## src/rtl/ctrl_pipe_unit_if.sv

```systemverilog
// Bundle of the signals between the IF/ID stage, the datapath pipeline
// registers and the control pipeline unit.
interface ctrl_pipe_unit_if #(
    parameter int CNT_W = 8
);
    logic [5:0]       opcode;
    logic             id_valid;
    logic [4:0]       id_rs;
    logic [4:0]       id_rt;
    logic [4:0]       ex_rt;
    logic             flush;
    logic             stall_req;
    logic [3:0]       ex_ctrl;
    logic [3:0]       m_ctrl;
    logic [1:0]       wb_ctrl;
    logic             illegal;
    logic [CNT_W-1:0] illegal_cnt;

    modport master (
        output opcode, id_valid, id_rs, id_rt, ex_rt, flush,
        input  stall_req, ex_ctrl, m_ctrl, wb_ctrl, illegal, illegal_cnt
    );

    modport slave (
        input  opcode, id_valid, id_rs, id_rt, ex_rt, flush,
        output stall_req, ex_ctrl, m_ctrl, wb_ctrl, illegal, illegal_cnt
    );
endinterface

```

## src/rtl/ctrl_pipe_unit.sv

```systemverilog
// MIPS main-control decoder with registered ID/EX, EX/MEM and MEM/WB control
// stages, load-use bubble insertion, flush and illegal-opcode tracking.
module ctrl_pipe_unit #(
    parameter int MEM_LAT = 1,
    parameter bit EXT_EN  = 1'b1,
    parameter int CNT_W   = 8
) (
    input logic             clk,
    input logic             rst,
    ctrl_pipe_unit_if.slave bus
);
    localparam logic [5:0] OP_RTYPE = 6'b000000;
    localparam logic [5:0] OP_LW    = 6'b100011;
    localparam logic [5:0] OP_SW    = 6'b101011;
    localparam logic [5:0] OP_BEQ   = 6'b000100;
    localparam logic [5:0] OP_BNE   = 6'b000101;
    localparam logic [5:0] OP_ADDI  = 6'b001000;
    localparam logic [5:0] OP_NOP   = 6'b100000;

    logic [3:0]       dec_ex, dec_m;
    logic [1:0]       dec_wb;
    logic             dec_illegal;
    logic             stall;
    logic             illegal_d;
    logic [CNT_W-1:0] cnt_d;

    logic [3:0]       idex_ex_q, idex_m_q, exmem_m_q;
    logic [1:0]       idex_wb_q, exmem_wb_q;
    logic [1:0]       wb_q [MEM_LAT];
    logic             illegal_q;
    logic [CNT_W-1:0] cnt_q;

    // Opcode decode; an invalid slot decodes to zero and is never illegal.
    always_comb begin
        dec_ex      = 4'b0000;
        dec_m       = 4'b0000;
        dec_wb      = 2'b00;
        dec_illegal = 1'b0;
        if (bus.id_valid) begin
            case (bus.opcode)
                OP_RTYPE: begin dec_ex = 4'b1100; dec_wb = 2'b10; end
                OP_LW:    begin dec_ex = 4'b0001; dec_m = 4'b0010; dec_wb = 2'b11; end
                OP_SW:    begin dec_ex = 4'b0001; dec_m = 4'b0001; end
                OP_BEQ:   begin dec_ex = 4'b0010; dec_m = 4'b0100; end
                OP_NOP:   ;
                OP_BNE: begin
                    if (EXT_EN) begin dec_ex = 4'b0010; dec_m = 4'b1000; end
                    else        dec_illegal = 1'b1;
                end
                OP_ADDI: begin
                    if (EXT_EN) begin dec_ex = 4'b0001; dec_wb = 2'b10; end
                    else        dec_illegal = 1'b1;
                end
                default:  dec_illegal = 1'b1;
            endcase
        end
    end

    // Load-use hazard against the load currently held in ID/EX (internal M field).
    always_comb begin
        stall = idex_m_q[1] & bus.id_valid & (bus.ex_rt != 5'd0) &
                ((bus.ex_rt == bus.id_rs) | (bus.ex_rt == bus.id_rt));
    end

    // An illegal opcode counts only when it actually enters ID/EX.
    always_comb begin
        illegal_d = dec_illegal & ~stall & ~bus.flush;
        cnt_d     = cnt_q;
        if (illegal_d && (cnt_q != {CNT_W{1'b1}}))
            cnt_d = cnt_q + 1'b1;
    end

    // Control pipeline: reset > flush > stall bubble > normal advance.
    always_ff @(posedge clk) begin
        if (rst) begin
            idex_ex_q  <= '0;
            idex_m_q   <= '0;
            idex_wb_q  <= '0;
            exmem_m_q  <= '0;
            exmem_wb_q <= '0;
            for (int i = 0; i < MEM_LAT; i++) wb_q[i] <= '0;
            illegal_q  <= 1'b0;
            cnt_q      <= '0;
        end else begin
            // Older instructions always drain through the WB chain.
            wb_q[0] <= exmem_wb_q;
            for (int i = 1; i < MEM_LAT; i++) wb_q[i] <= wb_q[i-1];
            illegal_q <= illegal_d;
            cnt_q     <= cnt_d;
            if (bus.flush) begin
                idex_ex_q  <= '0;
                idex_m_q   <= '0;
                idex_wb_q  <= '0;
                exmem_m_q  <= '0;
                exmem_wb_q <= '0;
            end else begin
                exmem_m_q  <= idex_m_q;
                exmem_wb_q <= idex_wb_q;
                if (stall) begin
                    idex_ex_q <= '0;
                    idex_m_q  <= '0;
                    idex_wb_q <= '0;
                end else begin
                    idex_ex_q <= dec_ex;
                    idex_m_q  <= dec_m;
                    idex_wb_q <= dec_wb;
                end
            end
        end
    end

    assign bus.stall_req   = stall;
    assign bus.ex_ctrl     = idex_ex_q;
    assign bus.m_ctrl      = exmem_m_q;
    assign bus.wb_ctrl     = wb_q[MEM_LAT-1];
    assign bus.illegal     = illegal_q;
    assign bus.illegal_cnt = cnt_q;
endmodule

```

## src/flat_wrapper.sv

```systemverilog
// flat-port wrapper written by rule: the top's interface ports become plain ports
module ctrl_pipe_unit_flat 
#(
    parameter int MEM_LAT = 1,
    parameter bit EXT_EN  = 1'b1,
    parameter int CNT_W   = 8
)
  (clk, rst, bus_opcode, bus_id_valid, bus_id_rs, bus_id_rt, bus_ex_rt, bus_flush, bus_stall_req, bus_ex_ctrl, bus_m_ctrl, bus_wb_ctrl, bus_illegal, bus_illegal_cnt);
  ctrl_pipe_unit_if #(.CNT_W(CNT_W)) bus_i ();
  input logic clk;
  input logic rst;
  input wire logic [$bits(bus_i.opcode)-1:0] bus_opcode;
  input wire logic [$bits(bus_i.id_valid)-1:0] bus_id_valid;
  input wire logic [$bits(bus_i.id_rs)-1:0] bus_id_rs;
  input wire logic [$bits(bus_i.id_rt)-1:0] bus_id_rt;
  input wire logic [$bits(bus_i.ex_rt)-1:0] bus_ex_rt;
  input wire logic [$bits(bus_i.flush)-1:0] bus_flush;
  output wire logic [$bits(bus_i.stall_req)-1:0] bus_stall_req;
  output wire logic [$bits(bus_i.ex_ctrl)-1:0] bus_ex_ctrl;
  output wire logic [$bits(bus_i.m_ctrl)-1:0] bus_m_ctrl;
  output wire logic [$bits(bus_i.wb_ctrl)-1:0] bus_wb_ctrl;
  output wire logic [$bits(bus_i.illegal)-1:0] bus_illegal;
  output wire logic [$bits(bus_i.illegal_cnt)-1:0] bus_illegal_cnt;
  assign bus_i.opcode = bus_opcode;
  assign bus_i.id_valid = bus_id_valid;
  assign bus_i.id_rs = bus_id_rs;
  assign bus_i.id_rt = bus_id_rt;
  assign bus_i.ex_rt = bus_ex_rt;
  assign bus_i.flush = bus_flush;
  assign bus_stall_req = bus_i.stall_req;
  assign bus_ex_ctrl = bus_i.ex_ctrl;
  assign bus_m_ctrl = bus_i.m_ctrl;
  assign bus_wb_ctrl = bus_i.wb_ctrl;
  assign bus_illegal = bus_i.illegal;
  assign bus_illegal_cnt = bus_i.illegal_cnt;
  ctrl_pipe_unit #(.MEM_LAT(MEM_LAT), .EXT_EN(EXT_EN), .CNT_W(CNT_W)) u_core (.clk(clk), .rst(rst), .bus(bus_i));
endmodule
```

## config.mk

```make
export PLATFORM = sky130hd
export DESIGN_NAME = ctrl_pipe_unit_flat
export DESIGN_NICKNAME = d
export VERILOG_FILES = /design/src/rtl/ctrl_pipe_unit_if.sv /design/src/rtl/ctrl_pipe_unit.sv /design/src/flat_wrapper.sv
export SDC_FILE = /design/constraint.sdc
export NUM_CORES = 1
export LEC_CHECK = 0
export CAP_MARGIN = 15
export CORE_ASPECT_RATIO = 1.2
export CORE_MARGIN = 10
export CORE_UTILIZATION = 45
export CTS_CLUSTER_DIAMETER = 200
export DETAILED_ROUTE_END_ITERATION = 6
export PLACE_DENSITY = 0.84
export SLEW_MARGIN = 10
export SYNTH_ARGS = -nofsm -noshare
export SYNTH_HDL_FRONTEND = slang
export SYNTH_SLANG_ARGS = --single-unit
```

## constraint.sdc

```tcl
create_clock -name clk -period 4 [get_ports clk]
set_input_delay 0.6 -clock clk [delete_from_list [all_inputs] [get_ports clk]]
set_output_delay 0.6 -clock clk [all_outputs]
set_load 0.1 [all_outputs]
```

==> impl_results.md, run 1 <==
- Status: finished, final reports clean
- Die area: 4940 sq um
- Critical path launch point type: input port
- CTS buffer count: 3
- Initial antenna violation count: 0
- Top Usage Layer GRT: met2
- Reg-to-Reg End: u_core.bus.illegal_cnt[5]$_SDFFE_PP0P_
- M2 GR Usage: about a fifth
- Max Clk Rate: between 300 and 400 MHz
- Worst skew pair latency: between 0.3 and 0.4 ns
- Largest net degree at the start of global routing: 19
- CP bufs+invs: 2
- Antenna viol nets, final: 0
- Die height: 75.0 microns
- Row count: 19
- Cell internal pwr: 378 uW
- CTS tree: done
- Top_reg_cell synth: dfxtp_1
- Total gr overflow: 0
- Clock skew: 0.00133 ns
- Reg2reg start: u_core.bus.illegal_cnt[0]$_SDFFE_PP0P_
- Peak VDD IR: around 0.00026 V
- First-pass GRT wire length: about 4.8 mm
- LEAKAGE: approximately 0.60 nW
- Syn_nets: between 100 and 150
- Met1 usage: 13.2%
- Drt initial violations: 47
- FF+latch area: ~480 sq um
- Unrepaired setup endpoints after global routing: no
- Wire per inst: 14.7 microns
- CTS resizes: 0
- Multi-input logic area: 621 sq um
- Combinational share of power: approximately 15%
- Syn Area/Cell: 9.39 sq um
- Max Cap Viol: 0
- Fin Hold WS: 0.444 ns
- Post-DP HPWL: 2.38 mm
- Hold Buf Count CTS: 0
- Max Transition Viols Final: 0
- Sequential share of the synthesized area: 42.3%
- Hold depth: 1
- Top post-synthesis cells by count: dfxtp_1 (24), nor2_1 (15), xor2_1 (10)
- Post-CTS setup buffers: 0
- R2R Setup Slk: approximately 1.8 ns
- Critical Path Fanout Max: 9
- Hold Path End: u_core.bus.m_ctrl[0]$_SDFF_PP0_
- Largest delay contributor family on the critical path: buffers and inverters
- Grt met3 use: 2.82%
- Netlist Area Pre-Place: approximately 1100 sq um
- Largest stage delay, worst path: 0.49 ns
- Fin crit share: 73.8%
- Fin util: 69.6%
- Area contributors post-synth: dfxtp_1 (42%), xor2_1 (7.7%), nor2_1 (5.0%)
- CTS root buf: clkbuf_4
- Inserted Diodes: 0
- Crit-path cells: clkdlybuf4s50_1 -> xor2_1 -> nor3_1 -> a22oi_1 -> nor2_2 -> buf_4
- WP data arrival: 2.35 ns
- Post-synth top area share: 42.3%
- Final setup vio count: 0
- Hold wc startpoint: u_core.idex_m_q[0]$_SDFF_PP0_
- Dominant cell type by area after synthesis: dfxtp_1
- DR vias: 1056
- Post-synth EDFFs: 0
- Worst Setup End Kind: output pin
- Critical Setup Path Class: input port to output pin
- Final worst path period need: 2.95 ns
- Sequential share of power: 49.4%
- Fillers: 175
- Vias in the first global route: 1040
- CP required: 3.40 ns
- Total power: 491 uW
- Hold WC Path Type: flip-flop to flip-flop
- GRT Resource Usage Total: about an eighth
- Remaining DRCs: 0
- Layout area overhead: 44.2%
- YS warnings: 0
- Final TNS setup: 0 ns
- # clock sinks: 24
- Sw Share: between 20% and 30%
- Count leader, synth: dfxtp_1
- Initial DRT Pass Iterations: 4
- Yosys reg bits: 24
- Via density: 5.42
- CP max stage cell: clkdlybuf4s50_1
- I/O pin total: 45
- Die X: approximately 66 microns
- Hold Vio Cnt, Final: 0
- Async SR Flop Fraction: 0%
- Gpl congestion: 0.878
- R2R depth: 6
- Layout cells sized above 1: 9.15%
- CTS Buffer Depth: 2
- # port buffers: 44
- Pwr Density: 300 nW/um^2
- Clk pwr share: 35.4%
- Worst-path clk slew: 0.13 ns
- Drt total wl: 2.87 mm
- Nets@finish: 191
- Worst slew margin: 33.6%
- Starting density of the core: 48.3%
- Cells after Synth: around 120
- NetSw: 113 uW
- CTS H-Tree Depth: 1
- Synth cell types: 40
- Placeable Area: 2350 sq um
- Tightest Pin Transition: approximately 0.99 ns
-- cell families after synthesis --
| group | count (synthesis) | share of synthesized area [%] |
|---|---|---|
| mux | 5 | 4.85 |
| buf+inv | 7 | 3.08 |
| compound gates | 15 | 10.1 |
| simple gates | 59 | 30.8 |
| fa+ha+maj | 1 | 1.10 |
| xor+xnor | 10 | 7.71 |
| flops | 24 | 42.3 |
-- routing by layer --
metal,wire [microns],share of wire (%),up-vias
met5,0,0,-
met4,46,1.6,0
met3,192,6.7,4
met2,1400,49,41
met1,1230,43,498
li1,-,-,513
-- layout by cell type, fill, tap and decap left out, drive strengths merged --
cell / synthesis / layout
and3: 1 / 1
buf: 3 / 1
mux2: 4 / 4
nand3b: 1 / 1
a311oi: 2 / 2
o2111a: 1 / 1
clkbuf: 2 / 3
nor2b: 8 / 8
ha: 1 / 1
or3: 3 / 3
and2: 7 / 7
a2111oi: 1 / 1
a21oi: 4 / 4
nand2: 4 / 4
o21bai: 1 / 1
or4: 2 / 2
nand2b: 3 / 3
nor4: 4 / 4
dfxtp: 24 / 24
inv: 2 / 2
bufinv: 0 / 1
a22oi: 1 / 1
o211ai: 1 / 1
and4: 1 / 1
o21ai: 1 / 1
nor3: 6 / 6
mux2i: 1 / 1
o21ba: 1 / 1
nor2: 16 / 16
nand3: 2 / 2
xor2: 10 / 10
nand4b: 1 / 1
o41ai: 1 / 1
clkdlybuf4s50: 0 / 43
a31oi: 1 / 1
-- power groups by stage --
stage,combinational [mW],sequential (mW),clock (mW)
finish,0.0747,0.243,0.174
global placement,0.0726,0.248,0
detailed placement,0.0746,0.248,0
global route,0.0810,0.243,0.189
CTS,0.0750,0.243,0.179
floorplan,0.0240,0.261,0
-- flip-flops by register name, indices dropped and copies added, names as in the netlist --
| signal | flops |
|---|---|
| u_core.bus.m_ctrl | 4 |
| u_core.idex_wb_q | 2 |
| u_core.wb_q | 2 |
| u_core.bus.illegal | 1 |
| u_core.bus.ex_ctrl | 3 |
| u_core.exmem_wb_q | 1 |
| u_core.idex_m_q | 3 |
| u_core.bus.illegal_cnt | 8 |
-- metrics by stage --
| stage | cell area (sq um) | worst slack, ns | instances |
|---|---|---|---|
| 6_report | 1640 | 1.05 | 195 |
| 5_1_grt | 1640 | 0.881 | 195 |
| 4_1_cts | 1640 | 1.06 | 195 |
| 3_5_place_dp | 1590 | 1.06 | 191 |
| 3_3_place_gp | 1590 | 1.13 | 191 |
| 2_1_floorplan | 1140 | 1.35 | 121 |
-- layout make-up --
cell class                      count  share of cell area [%]
Sequential cell                    24                    29.3
Clock buffer                        3                    1.38
Multi-Input combinational cell     90                    37.9
Inverter                            2                   0.458
Clock inverter                      1                    1.83
Tap cell                           31                    2.37
Timing Repair Buffer               44                    26.7
-- worst max-delay path by stage --
stage                 start                                     end  slack (ns)  cells past startpoint
2_1_floorplan  bus_ex_rt[2]  u_core.bus.illegal_cnt[5]$_SDFFE_PP0P_        1.35                      6
3_5_place_dp   bus_ex_rt[2]                           bus_stall_req        1.06                      6
3_3_place_gp   bus_ex_rt[1]                           bus_stall_req        1.13                      6
5_1_grt        bus_ex_rt[1]                           bus_stall_req        0.88                      6
6_report       bus_ex_rt[1]                           bus_stall_req        1.05                      6
4_1_cts        bus_ex_rt[2]                           bus_stall_req        1.06                      6
Power figures use the tool's default switching activity.
==> inputs of run 2 (changes only) <==
Settings changed: CORE_UTILIZATION 45 to 38, PLACE_DENSITY 0.84 to 0.75.
Clock period 4 ns to 2.64 ns, I/O delays scaled along.
==> impl_results.md, run 2 (synthesis gave the netlist of run 1 again) <==
- Status: finished, final reports clean
- DR vias: 1029
- Die height: 79.9 microns
- Drt total wl: 2.89 mm
- Fin util: 57.8%
- Layout area overhead: 44.5%
- Worst skew pair latency: about 0.31 ns
- Multi-input logic area: 626 sq um
- Max Clk Rate: 404 MHz
- Row count: 21
- Gpl congestion: 0.875
- LEAKAGE: 0.659 nW
- Peak VDD IR: approximately 0.00038 V
- Placeable Area: 2840 sq um
- Final worst path period need: approximately 2.5 ns
- Pwr Density: 452 nW/um^2
- Antenna viol nets, final: 0
- Largest net degree at the start of global routing: 15
- Unrepaired setup endpoints after global routing: no
- CTS tree: done
- Initial DRT Pass Iterations: 4
- Hold Vio Cnt, Final: 0
- CTS H-Tree Depth: 1
- Total gr overflow: 0
- Critical Path Fanout Max: 9
- I/O pin total: 45
- First-pass GRT wire length: 4.78 mm
- Top Usage Layer GRT: met2
- Critical path launch point type: input port
- CTS Buffer Depth: 2
- # port buffers: 44
- CTS root buf: clkbuf_4
- Max Transition Viols Final: 0
- Worst Setup End Kind: output pin
- Fillers: 273
- Crit-path cells: clkdlybuf4s50_1 -> or4_1 -> o211ai_2 -> nor2_4 -> buf_4 -> buf_12
- Hold WC Path Type: flip-flop to flip-flop
- CTS resizes: 0
- Max FFs per register: 8
- CTS buffer count: 3
- Die area: 5590 sq um
- # clock sinks: 24
- CP required: 2.24 ns
- WP data arrival: 2.08 ns
- Met1 usage: 12.0%
- Initial antenna violation count: 0
- Vias in the first global route: 1011
- Clock skew: 0.00699 ns
- FF+latch area: 480 sq um
- Largest stage delay, worst path: 0.56 ns
- Nets@finish: 195
- Fin crit share: between 90% and 100%
- Post-CTS setup buffers: 0
- Worst slew margin: 61.3%
- Fin Hold WS: 0.441 ns
- Grt met3 use: approximately 2.4%
- M2 GR Usage: around 17%
- Final setup vio count: 0
- Via density: 5.09
- Layout cells sized above 1: 22.6%
- Wire per inst: 14.3 microns
- Final TNS setup: 0 ns
- Die X: 69.9 microns
- Remaining DRCs: 0
- Total power: 742 uW
- GRT Resource Usage Total: 10.0%
- Post-DP HPWL: 2.36 mm
- Most frequent cells in the layout: clkdlybuf4s50_1 (24), dfxtp_1 (24), buf_4 (23)
- Max Cap Viol: 0
- Drt initial violations: 30
- Critical Setup Path Class: input port to output pin
- Worst-path clk slew: 0.12 ns
- Tightest Pin Transition: 0.566 ns
- Hold Buf Count CTS: 0
- Starting density of the core: 40.0%
- Inserted Diodes: 0
- CP max stage cell: or4_1
[run 2: changes by cell type in the layout (fill, tap and decap cells not counted)]
cell             delta
nor2_2              -1
buf_12              +1
clkdlybuf4s50_1    -19
nor2_4              +1
buf_4              +22
[run 2: metal layers]
layer,vias up,part of all wire (%)
met5,-,0
met4,0,1.2
met3,2,5.6
met2,41,47
met1,466,46
li1,520,-
[run 2: path summary, 6_finish.rpt]
check	start	endpoint	slack [ns]	cells after the start
setup / recovery	bus_ex_rt[0]	bus_stall_req	0.16	6
hold / removal	u_core.idex_m_q[0]$_SDFF_PP0_	u_core.bus.m_ctrl[0]$_SDFF_PP0_	0.44	1
setup reg to reg	u_core.bus.illegal_cnt[0]$_SDFFE_PP0P_	u_core.bus.illegal_cnt[5]$_SDFFE_PP0P_	0.53	6
hold reg to reg	u_core.idex_m_q[0]$_SDFF_PP0_	u_core.bus.m_ctrl[0]$_SDFF_PP0_	0.44	1
[run 2: layout make-up]
class,count,share of cell area [%]
multi-input combinational,90,38.1
sequential,24,29.3
timing repair buffer,48,26.4
inverter,2,0.457
clock buffer,3,1.37
tap,34,2.59
clock inverter,1,1.83
[run 2: through the flow]
stage / instances / instance area, sq um / worst slack, ns
global placement: 198 / 1580 / 0.0465
floorplan: 121 / 1140 / 0.132
CTS: 202 / 1640 / 0.100
finish: 202 / 1640 / 0.165
global route: 202 / 1640 / 0.0777
detailed placement: 198 / 1580 / 0.0449
[run 2: where the power goes]
part           internal, mW  switching [mW]
Combinational        0.0558          0.0590
Sequential            0.365         0.00267
Clock                 0.153           0.106
Total                 0.574           0.167
[run 2: worst max-delay path: cells and delay by family]
family | cells | cell delay, ns
buffers and inverters | 3 | 0.78
and+or+nand+nor | 2 | 0.66
AOI/OAI and AO/OA | 1 | 0.23
==> inputs of run 3 (changes only) <==
Settings changed: CELL_PAD_IN_SITES_DETAIL_PLACEMENT set to 1, CELL_PAD_IN_SITES_GLOBAL_PLACEMENT set to 1, CORE_UTILIZATION 38 to 28, PLACE_DENSITY 0.75 to 0.76, SKIP_LAST_GASP set to 1.
==> impl_results.md, run 3 (synthesis gave the netlist of run 1 again) <==
- Status: finished, final reports clean
- CTS Buffer Depth: 2
- Hold wc startpoint: u_core.idex_wb_q[1]$_SDFF_PP0_
- Worst slew margin: 57.8%
- Placeable Area: 3940 sq um
- Hold Vio Cnt, Final: 0
- Worst Setup End Kind: output pin
- Critical path launch point type: input port
- GRT Resource Usage Total: 9.88%
- # port buffers: 44
- Remaining DRCs: 0
- Via density: around 4.7
- Starting density of the core: between 20 and 30%
- Sequential share of power: 45.3%
- Vias in the first global route: 1153
- Row count: 25
- Combinational share of power: ~15%
- Clock skew: 0.00323 ns
- Initial DRT Pass Iterations: 2
- Reg2reg start: u_core.bus.illegal_cnt[0]$_SDFFE_PP0P_
- Antenna viol nets, final: 0
- Fin Hold WS: approximately 0.43 ns
- Max Transition Viols Final: 0
- Total power: between 800 and 900 uW
- NetSw: 187 uW
- Die X: about 80 microns
- Sw Share: between 20% and 30%
- Max Clk Rate: 401 MHz
- Critical path origin: bus_ex_rt[0]
- Post-DP HPWL: 2.93 mm
- Nets@finish: approximately 200
- Final TNS setup: 0 ns
- I/O pin total: 45
- Fin crit share: 94.4%
- CTS tree: done
- Cell internal pwr: 624 uW
- Hold WC Path Type: flip-flop to flip-flop
- Critical Setup Path Class: input port to output pin
- Final setup vio count: 0
- CTS buffer count: 3
- Initial antenna violation count: 0
- Worst skew pair latency: between 0.2 and 0.3 ns
- R2R Setup Slk: between 0.4 and 0.5 ns
- Unrepaired setup endpoints after global routing: no
- Gpl congestion: 0.747
- DR vias: 1056
- Max FFs per register: 8
- CP required: 2.24 ns
- Wire per inst: 16.0 microns
- # clock sinks: 24
- LEAKAGE: between 0.6 and 0.7 nW
- Total gr overflow: 0
- Inserted Diodes: 0
- Most frequent cells in the layout: clkdlybuf4s50_1 (24), buf_4 (24), dfxtp_1 (24)
- Tightest Pin Transition: about 0.6 ns
- CTS root buf: clkbuf_8
- Die height: 89.8 microns
- Layout area overhead: 49.0%
- Die area: 7020 sq um
- Peak VDD IR: 0.000225 V
- Max Cap Viol: 0
- Drt initial violations: 27
- Layout cells sized above 1: 23.1%
- Critical Path Fanout Max: 9
- Worst-path clk slew: 0.09 ns
- Final worst path period need: 2.49 ns
- First-pass GRT wire length: 5.67 mm
- CTS H-Tree Depth: 1
- Largest net degree at the start of global routing: 15
- WP data arrival: ~2.1 ns
- Pwr Density: 479 nW/um^2
- Hold Buf Count CTS: 0
- Clk pwr share: roughly 40%
- Drt total wl: about 3.6 mm
[run 3: cell count changes in the layout (fill, tap and decap cells not counted)]
cell      change
buf_4         +1
clkbuf_4      -3
clkbuf_8      +3
[run 3: area by class of cell]
class	instances	area, sq um
well taps	54	67.6
clock inverters	1	30.0
flip-flops and latches	24	480
multi-input cells	90	626
inverters	2	7.51
fillers	488	2250
clock buffers	3	41.3
repair buffers	49	440
[run 3: metal layers]
layer | global-route usage, % | part of all wire, %
met5 | 0 | 0
met4 | 4.04 | 1.5
met3 | 1.89 | 3.9
met2 | 19.4 | 54
met1 | 9.52 | 41
[run 3: worst paths after layout]
kind,endpoint,cells after the start
setup / recovery,bus_stall_req,6
hold / removal,u_core.exmem_wb_q[1]$_SDFF_PP0_,1
setup reg to reg,u_core.bus.illegal_cnt[5]$_SDFFE_PP0P_,6
hold reg to reg,u_core.exmem_wb_q[1]$_SDFF_PP0_,1
[run 3: worst max-delay path: stages]
cell and delay, ns:
clkdlybuf4s50_1 0.47, or4_1 0.56, o211ai_2 0.24, nor2_4 0.10
buf_4 0.17, buf_12 0.16
[run 3: repair_timing]
action,4_1_cts,5_1_grt
gates resized for setup,0,1
buffers inserted,0,0
endpoints found under the setup margin,0,1
[run 3: metrics by stage]
stage / instance area (sq um) / utilization [%] / instances / setup WS, ns
5_1_grt: 1690 / 43.0 / 223 / 0.0877
6_report: 1690 / 43.0 / 223 / 0.147
3_3_place_gp: 1620 / 41.0 / 219 / -0.00110
4_1_cts: 1690 / 42.8 / 223 / 0.0605
2_1_floorplan: 1140 / - / 121 / 0.132
3_5_place_dp: 1620 / 41.0 / 219 / -0.0340
[run 3: power groups by stage]
stage | Combinational, mW | Clock, mW | Sequential (mW)
finish | 0.119 | 0.325 | 0.367
global route | 0.127 | 0.349 | 0.368
CTS | 0.120 | 0.335 | 0.368
detailed placement | 0.119 | 0 | 0.376
global placement | 0.115 | 0 | 0.376
floorplan | 0.0363 | 0 | 0.395
